--- src/rtl/sr_pulse_gen.sv ---
// SR latch front end: button synchronisers, optional debounce, and mutually exclusive s/r/enable pulse FSM.
// Debounce filter is built only when SR_DEBOUNCE_EN is defined.
module sr_pulse_gen #(
  parameter int DB_CYCLES = 4,
  parameter int PULSE_LEN = 2
) (
  input  logic clk,
  input  logic reset,
  input  logic set_btn,
  input  logic rst_btn,
  output logic s,
  output logic r,
  output logic enable,
  output logic busy,
  output logic conflict
);

  localparam int PW = $clog2(PULSE_LEN + 1);
  localparam logic [PW-1:0] PULSE_LOAD = PW'(PULSE_LEN);
  localparam logic [PW-1:0] PULSE_ONE  = PW'(1);

  localparam logic [1:0] IDLE  = 2'd0;
  localparam logic [1:0] SET_P = 2'd1;
  localparam logic [1:0] RST_P = 2'd2;
  localparam logic [1:0] GAP   = 2'd3;

  if (DB_CYCLES < 1 || PULSE_LEN < 1) begin : g_bad_params
  end

  // channel 0 = set, channel 1 = clear
  logic [1:0][1:0] r_sync;
  logic [1:0]      w_sync;
  logic [1:0]      w_filt;

  always_ff @(posedge clk or posedge reset) begin
    if (reset) r_sync <= '0;
    else begin
      r_sync[0] <= {r_sync[0][0], set_btn};
      r_sync[1] <= {r_sync[1][0], rst_btn};
    end
  end

  assign w_sync = {r_sync[1][1], r_sync[0][1]};

`ifdef SR_DEBOUNCE_EN
  localparam int DW = $clog2(DB_CYCLES + 1);
  localparam logic [DW-1:0] DB_LAST = DW'(DB_CYCLES - 1);

  logic [1:0][DW-1:0] r_db_cnt;
  logic [1:0]         r_filt;

  // The edge that completes DB_CYCLES mismatching cycles also updates the level.
  always_ff @(posedge clk or posedge reset) begin
    if (reset) begin
      r_db_cnt <= '0;
      r_filt   <= '0;
    end else begin
      for (int i = 0; i < 2; i++) begin
        if (w_sync[i] == r_filt[i]) r_db_cnt[i] <= '0;
        else if (r_db_cnt[i] == DB_LAST) begin
          r_filt[i]   <= w_sync[i];
          r_db_cnt[i] <= '0;
        end else r_db_cnt[i] <= r_db_cnt[i] + 1'b1;
      end
    end
  end

  assign w_filt = r_filt;
`else
  assign w_filt = w_sync;
`endif

  logic [1:0] r_filt_d;
  logic [1:0] r_req;
  logic [1:0] r_pend;
  logic [1:0] r_state;
  logic [PW-1:0] r_cnt;

  always_ff @(posedge clk or posedge reset) begin
    if (reset) begin
      r_filt_d <= '0;
      r_req    <= '0;
    end else begin
      r_filt_d <= w_filt;
      r_req    <= w_filt & ~r_filt_d;
    end
  end

  logic [1:0] w_eff;
  logic [1:0] w_ns;
  logic [1:0] w_pend_nxt;
  logic       w_conf;
  logic       w_load;

  assign w_eff = r_pend | r_req;

  // GAP decides like IDLE so a queued request starts right after the gap cycle.
  always_comb begin
    w_ns       = r_state;
    w_pend_nxt = w_eff;
    w_conf     = 1'b0;
    w_load     = 1'b0;
    case (r_state)
      IDLE, GAP: begin
        w_ns = IDLE;
        if (w_eff == 2'b11) begin
          w_conf     = 1'b1;
          w_pend_nxt = 2'b00;
        end else if (w_eff[0]) begin
          w_ns          = SET_P;
          w_pend_nxt[0] = 1'b0;
          w_load        = 1'b1;
        end else if (w_eff[1]) begin
          w_ns          = RST_P;
          w_pend_nxt[1] = 1'b0;
          w_load        = 1'b1;
        end
      end
      SET_P, RST_P: if (r_cnt == PULSE_ONE) w_ns = GAP;
      default: w_ns = IDLE;
    endcase
  end

  always_ff @(posedge clk or posedge reset) begin
    if (reset) begin
      r_state  <= IDLE;
      r_pend   <= '0;
      r_cnt    <= '0;
      s        <= 1'b0;
      r        <= 1'b0;
      enable   <= 1'b0;
      busy     <= 1'b0;
      conflict <= 1'b0;
    end else begin
      r_state  <= w_ns;
      r_pend   <= w_pend_nxt;
      if (w_load) r_cnt <= PULSE_LOAD;
      else if (r_cnt != '0) r_cnt <= r_cnt - 1'b1;
      s        <= (w_ns == SET_P);
      r        <= (w_ns == RST_P);
      enable   <= (w_ns == SET_P) || (w_ns == RST_P);
      busy     <= (w_ns != IDLE);
      conflict <= w_conf;
    end
  end

endmodule

--- config.mk ---
export PLATFORM = sky130hd
export DESIGN_NAME = sr_pulse_gen
export DESIGN_NICKNAME = d
export VERILOG_FILES = /design/src/rtl/sr_pulse_gen.sv
export SDC_FILE = /design/constraint.sdc
export NUM_CORES = 1
export LEC_CHECK = 0
export ABC_AREA = 1
export BUFFER_PORTS_ARGS = -buffer_cell sky130_fd_sc_hd__buf_4
export CORE_AREA = 2 2 49 51
export CTS_CLUSTER_DIAMETER = 100
export CTS_CLUSTER_SIZE = 24
export DETAILED_ROUTE_END_ITERATION = 7
export DIE_AREA = 0 0 51 53
export GPL_TIMING_DRIVEN = 0
export SETUP_SLACK_MARGIN = 0.4
export SYNTH_ARGS = -nofsm -noshare
export SYNTH_HDL_FRONTEND = slang
export SYNTH_SLANG_ARGS = --single-unit
--- constraint.sdc ---
create_clock -name clk -period 2.7 [get_ports clk]
set_input_delay 0.27 -clock clk [delete_from_list [all_inputs] [get_ports clk]]
set_output_delay 0.27 -clock clk [all_outputs]
set_load 0.01 [all_outputs]
# Word level (Yosys, flattened, before mapping)
# Index checks and enable logic that the tools add are counted.
# word_totals
register_bits,19
inputBits,4
elab_cells,46
# op_classes
add_sub_neg,1
n_eq_ne,7
n_mux,16
bitwise_logic,3
n_reduce_logical,7
# ops
cell,n
2-to-1 mux 2 bit,8
equality test 2 bit (second input constant),4
2-to-1 mux 1 bit,7
equality test 2 x 1 -> 1 bit (second input constant),3
nonzero test 2 bit,3
one-hot mux 2 bit (2 select lines),1
OR reduction 2 bit,2
AND 2 bit,1
logical NOT 2 bit,1
inverter 2 bit,1
OR 2 bit,1
subtractor 2 x 1 -> 2 bit (second input constant),1
logical OR 1 bit,1

# Logic depth before layout (Yosys ltp)
# logic_depth
word_depth,7
ltp_mapped,8
depth_no_buf,8

# Worst setup path after synthesis
# No wires, ideal clock.
# synth_path
path_type,reg2reg
start,register r_cnt[0]
end,register enable
arrival_ps,1108
required_ps,2587
path_slack_ps,1480
path_stages_with_launch,8
synth_period_minus_slack_ps,1220
cell_sequence,dfrtp_1 -> ha_1 -> inv_1 -> nand2_1 -> nand2_2 -> nand2_2 -> ha_1 -> inv_1
# synth_between
elab_chain_len,5
word_cells_on_any_way,6
classes_between,eq/ne (3); mux (2); reduce/logical (1)
# synth_lines
element,line,text
from (decl),77,logic [PW-1:0] r_cnt;
from (signal assigned),138,else if (r_cnt != '0) r_cnt <= r_cnt - 1'b1;
equality test 2 x 1 -> 1 bit *,119,"SET_P, RST_P: if (r_cnt == PULSE_ONE) w_ns = GAP;"
2-to-1 mux 2 bit *,119,
one-hot mux 2 bit (2 select lines) *,103,case (r_state)
equality test 2 x 1 -> 1 bit / equality test 2 bit (equally long branches),141,enable <= (w_ns == SET_P) || (w_ns == RST_P);
logical OR 1 bit *,141,
to (signal assigned),141,
to (decl),13,"output logic enable,"
# Every way passes the cells marked *; elsewhere a longest branch is shown, timed or not.
# A chain may end at the register's enable or synchronous reset.

# Worst setup path after layout
# layout_path
start,register r_req[0]
end,register enable
# layout_between
elab_chain_len,6
word_cells_on_any_way,8
classes_between,eq/ne (3); mux (3); bitwise (1); reduce/logical (1)
# layout_lines
element,line,text
from (decl),74,logic [1:0] r_req;
from (signal assigned),85,r_req <= w_filt & ~r_filt_d;
OR 2 bit *,95,assign w_eff = r_pend | r_req;
equality test 2 bit / 2-to-1 mux 2 bit (equally long branches),"106, 109",
2-to-1 mux 2 bit *,106,if (w_eff == 2'b11) begin
one-hot mux 2 bit (2 select lines) *,103,
equality test 2 x 1 -> 1 bit / equality test 2 bit (equally long branches),141,
logical OR 1 bit *,141,
# Marked as above.

==> impl_metrics.toml <==
[logic_synthesis]
syn_inst = 75
syn_area_um2 = 762
synth_area_leader_cell = "dfrtp_1"
syn-num-nets = 83
postSynthAreaPerCell_um2 = 10.2
synth-seq-area-share_pct = 62.4
ys_types = 13
ys_ff_latch = 19
ys_warn_count = 0
synth_area_leaders = "dfrtp_1 (62%), nand2_1 (7.4%), inv_1 (6.9%)"
yosys.area.top_type_share_pct = 62.4

[grt]
antenna_found_initial = 0
track_usage_pct = 10.0
grt_max_degree = 20
grt_pass1_wl_um = 1890
grt_pass1_vias = 456
grt-ovfl-total = 0

[worst_setup_path]
max_stage_delay_ps = 380
crit_path_max_fanout = 5
crit_type = "flop to flop"
cp.arrival_ps = 1530
r2r_setup_slack_ps = 1410
cp_cell_sequence = "inv_1, nand2_1, ha_1, o21ai_0, ha_1, inv_1"
crit_required_ps = 2940
cp-end-kind = "flop"
crit_path_start_kind = "flop"
cp_slowest_cell = "dfrtp_1"

[power]
leakagePower_nw = 0.485
ir_drop_mv = 0.433
p_per_area_mw_per_mm2 = 1080

[clock_network]
insertion_delay_ps = 290
cts_resized = 0
clk_path_buf_depth = 2
cts.clk_slew.worst_paths_ps = 100
post-cts-setup-buffers = 0
cts_buffers = 3
cts_hold_buffers = 0
cts.sinks = 19
cts_root_buffer = "clkbuf_4"
cts_tree = "done"
htreeDepth = 1

[route]
routed_wl_um = 1040
ant_nets = 0
vias = 473
drt_first_iter_violations = 2
wl_per_cell_um = 9.00
viasPerCell = 4.11
drc = 0
dr.pass1.iters = 5

[die]
dieArea_mm2 = 0.00270
dieHeight_um = 53
placementRows = 17
ios = 9
dieWidth_um = 51
start_util_pct = 35.5
core_area_mm2 = 0.00215

[status]
outcome = "finished, final reports clean"

[timing]
holdWs_ps = 62.4
period_share_pct = 47.8
setup_viol = 0
min_period_ps = 1290
fmax_mhz = 775
worst-slew-pin-transition_ps = 673
finalSetupTns_ps = 0
drv_slew = 0
relSlewSlack_pct = 55.1
setup_ws_ps = 1410
grt_setup_unrepaired = "false"
hold_viol = 0
fin_skew_ps = 3.60

[placement]
globalplace.congestion = 0.781
dp_cells = 111
preCtsSetupSlack_ps = 1410
dp_hpwl_um = 799
io_buffers = 8

[run]
drv_cap = 0

[final_layout]
antennaDiodeCount = 0
layout_commonest_cell = "dfrtp_1"
drive_above_1_share_pct = 26.4
area.growth.synth_to_final_pct = 16.1
post_layout_nonfiller_instances = 115
final_nets = 96
final_cell_mix = "dfrtp_1 (19), nand2_1 (15), inv_1 (14)"

[hold_path]
hp-class = "input pin to async pin"
## power by group
part,internal (W),leakage (nW),total (W),switching (W)
combinational,0.000159,0.239,0.000409,0.000250
clock,0.0000552,0.0177,0.000140,0.0000847
sequential,0.000365,0.228,0.000404,0.0000389
total,0.000580,0.485,0.000954,0.000374
## critical path, delay by kind of cell, from the launching register on
kind | cells | cell delay (ps)
buffers and inverters | 2 | 100
AOI/OAI and AO/OA | 1 | 180
adders and majority gates | 2 | 460
DFF | 1 | 380
and+or+nand+nor | 1 | 120
## cell families after synthesis
kind of cell | Yosys count | synth area share (%)
and+or+nand+nor | 33 | 21.2
DFF | 19 | 62.4
buffers and inverters | 16 | 7.88
adders and majority gates | 4 | 6.57
AOI/OAI and AO/OA | 3 | 1.97
## sequential cells by signal, indices dropped and copies added, names as in the netlist, 2 cells and up
name,flops
r_state,2
r_req,2
r_pend,2
r_filt_d,2
r_cnt,2
r_sync,4
## per-layer routing
layer  up-vias  wire (um)  global-route usage (%)
li1        246          -                       -
met1       209        466                    11.5
met2        14        496                    15.8
met3         4         46                    2.54
met4         0         25                    8.11
met5         -          0                       0
## cell type report
class | instances | area [um^2]
Tap cell | 28 | 35.0
Timing Repair Buffer | 8 | 60.1
Fill cell | 210 | 1260
Clock buffer | 3 | 22.5
Inverter | 16 | 60.1
Clock inverter | 1 | 5.00
Sequential cell | 19 | 475
Multi-Input combinational cell | 40 | 226
## through the flow
step | area [um^2] | utilization (%) | power (W)
2_1_floorplan | 762 | - | 0.000714
3_3_place_gp | 857 | 39.9 | 0.000809
3_5_place_dp | 857 | 39.9 | 0.000827
4_1_cts | 885 | 41.2 | 0.000970
5_1_grt | 885 | 41.2 | 0.00106
6_report | 885 | 41.2 | 0.000954
## synth_stat cells
cell / number
nor2_4: 1
nor2_2: 1
nand3_1: 3
o21ai_0: 3
nor2_1: 5
ha_1: 4
dfrtp_1: 19
nor3_1: 1
nand2_2: 6
nand2_4: 1
inv_1: 14
nand2_1: 15
inv_2: 2
## worst paths after layout
path                                     start                   end  depth (start not counted)
setup / recovery            r_req[0]$_DFF_PP0_      enable$_DFF_PP0_                          6
hold / removal                           reset   r_sync[3]$_DFF_PP0_                          2
setup reg to reg            r_req[0]$_DFF_PP0_      enable$_DFF_PP0_                          6
hold reg to reg            r_sync[2]$_DFF_PP0_   r_sync[3]$_DFF_PP0_                          0
max in group asynchronous                reset  r_state[1]$_DFF_PP0_                          2
min in group clk                       rst_btn   r_sync[2]$_DFF_PP0_                          1
Power figures use the tool's default switching activity.
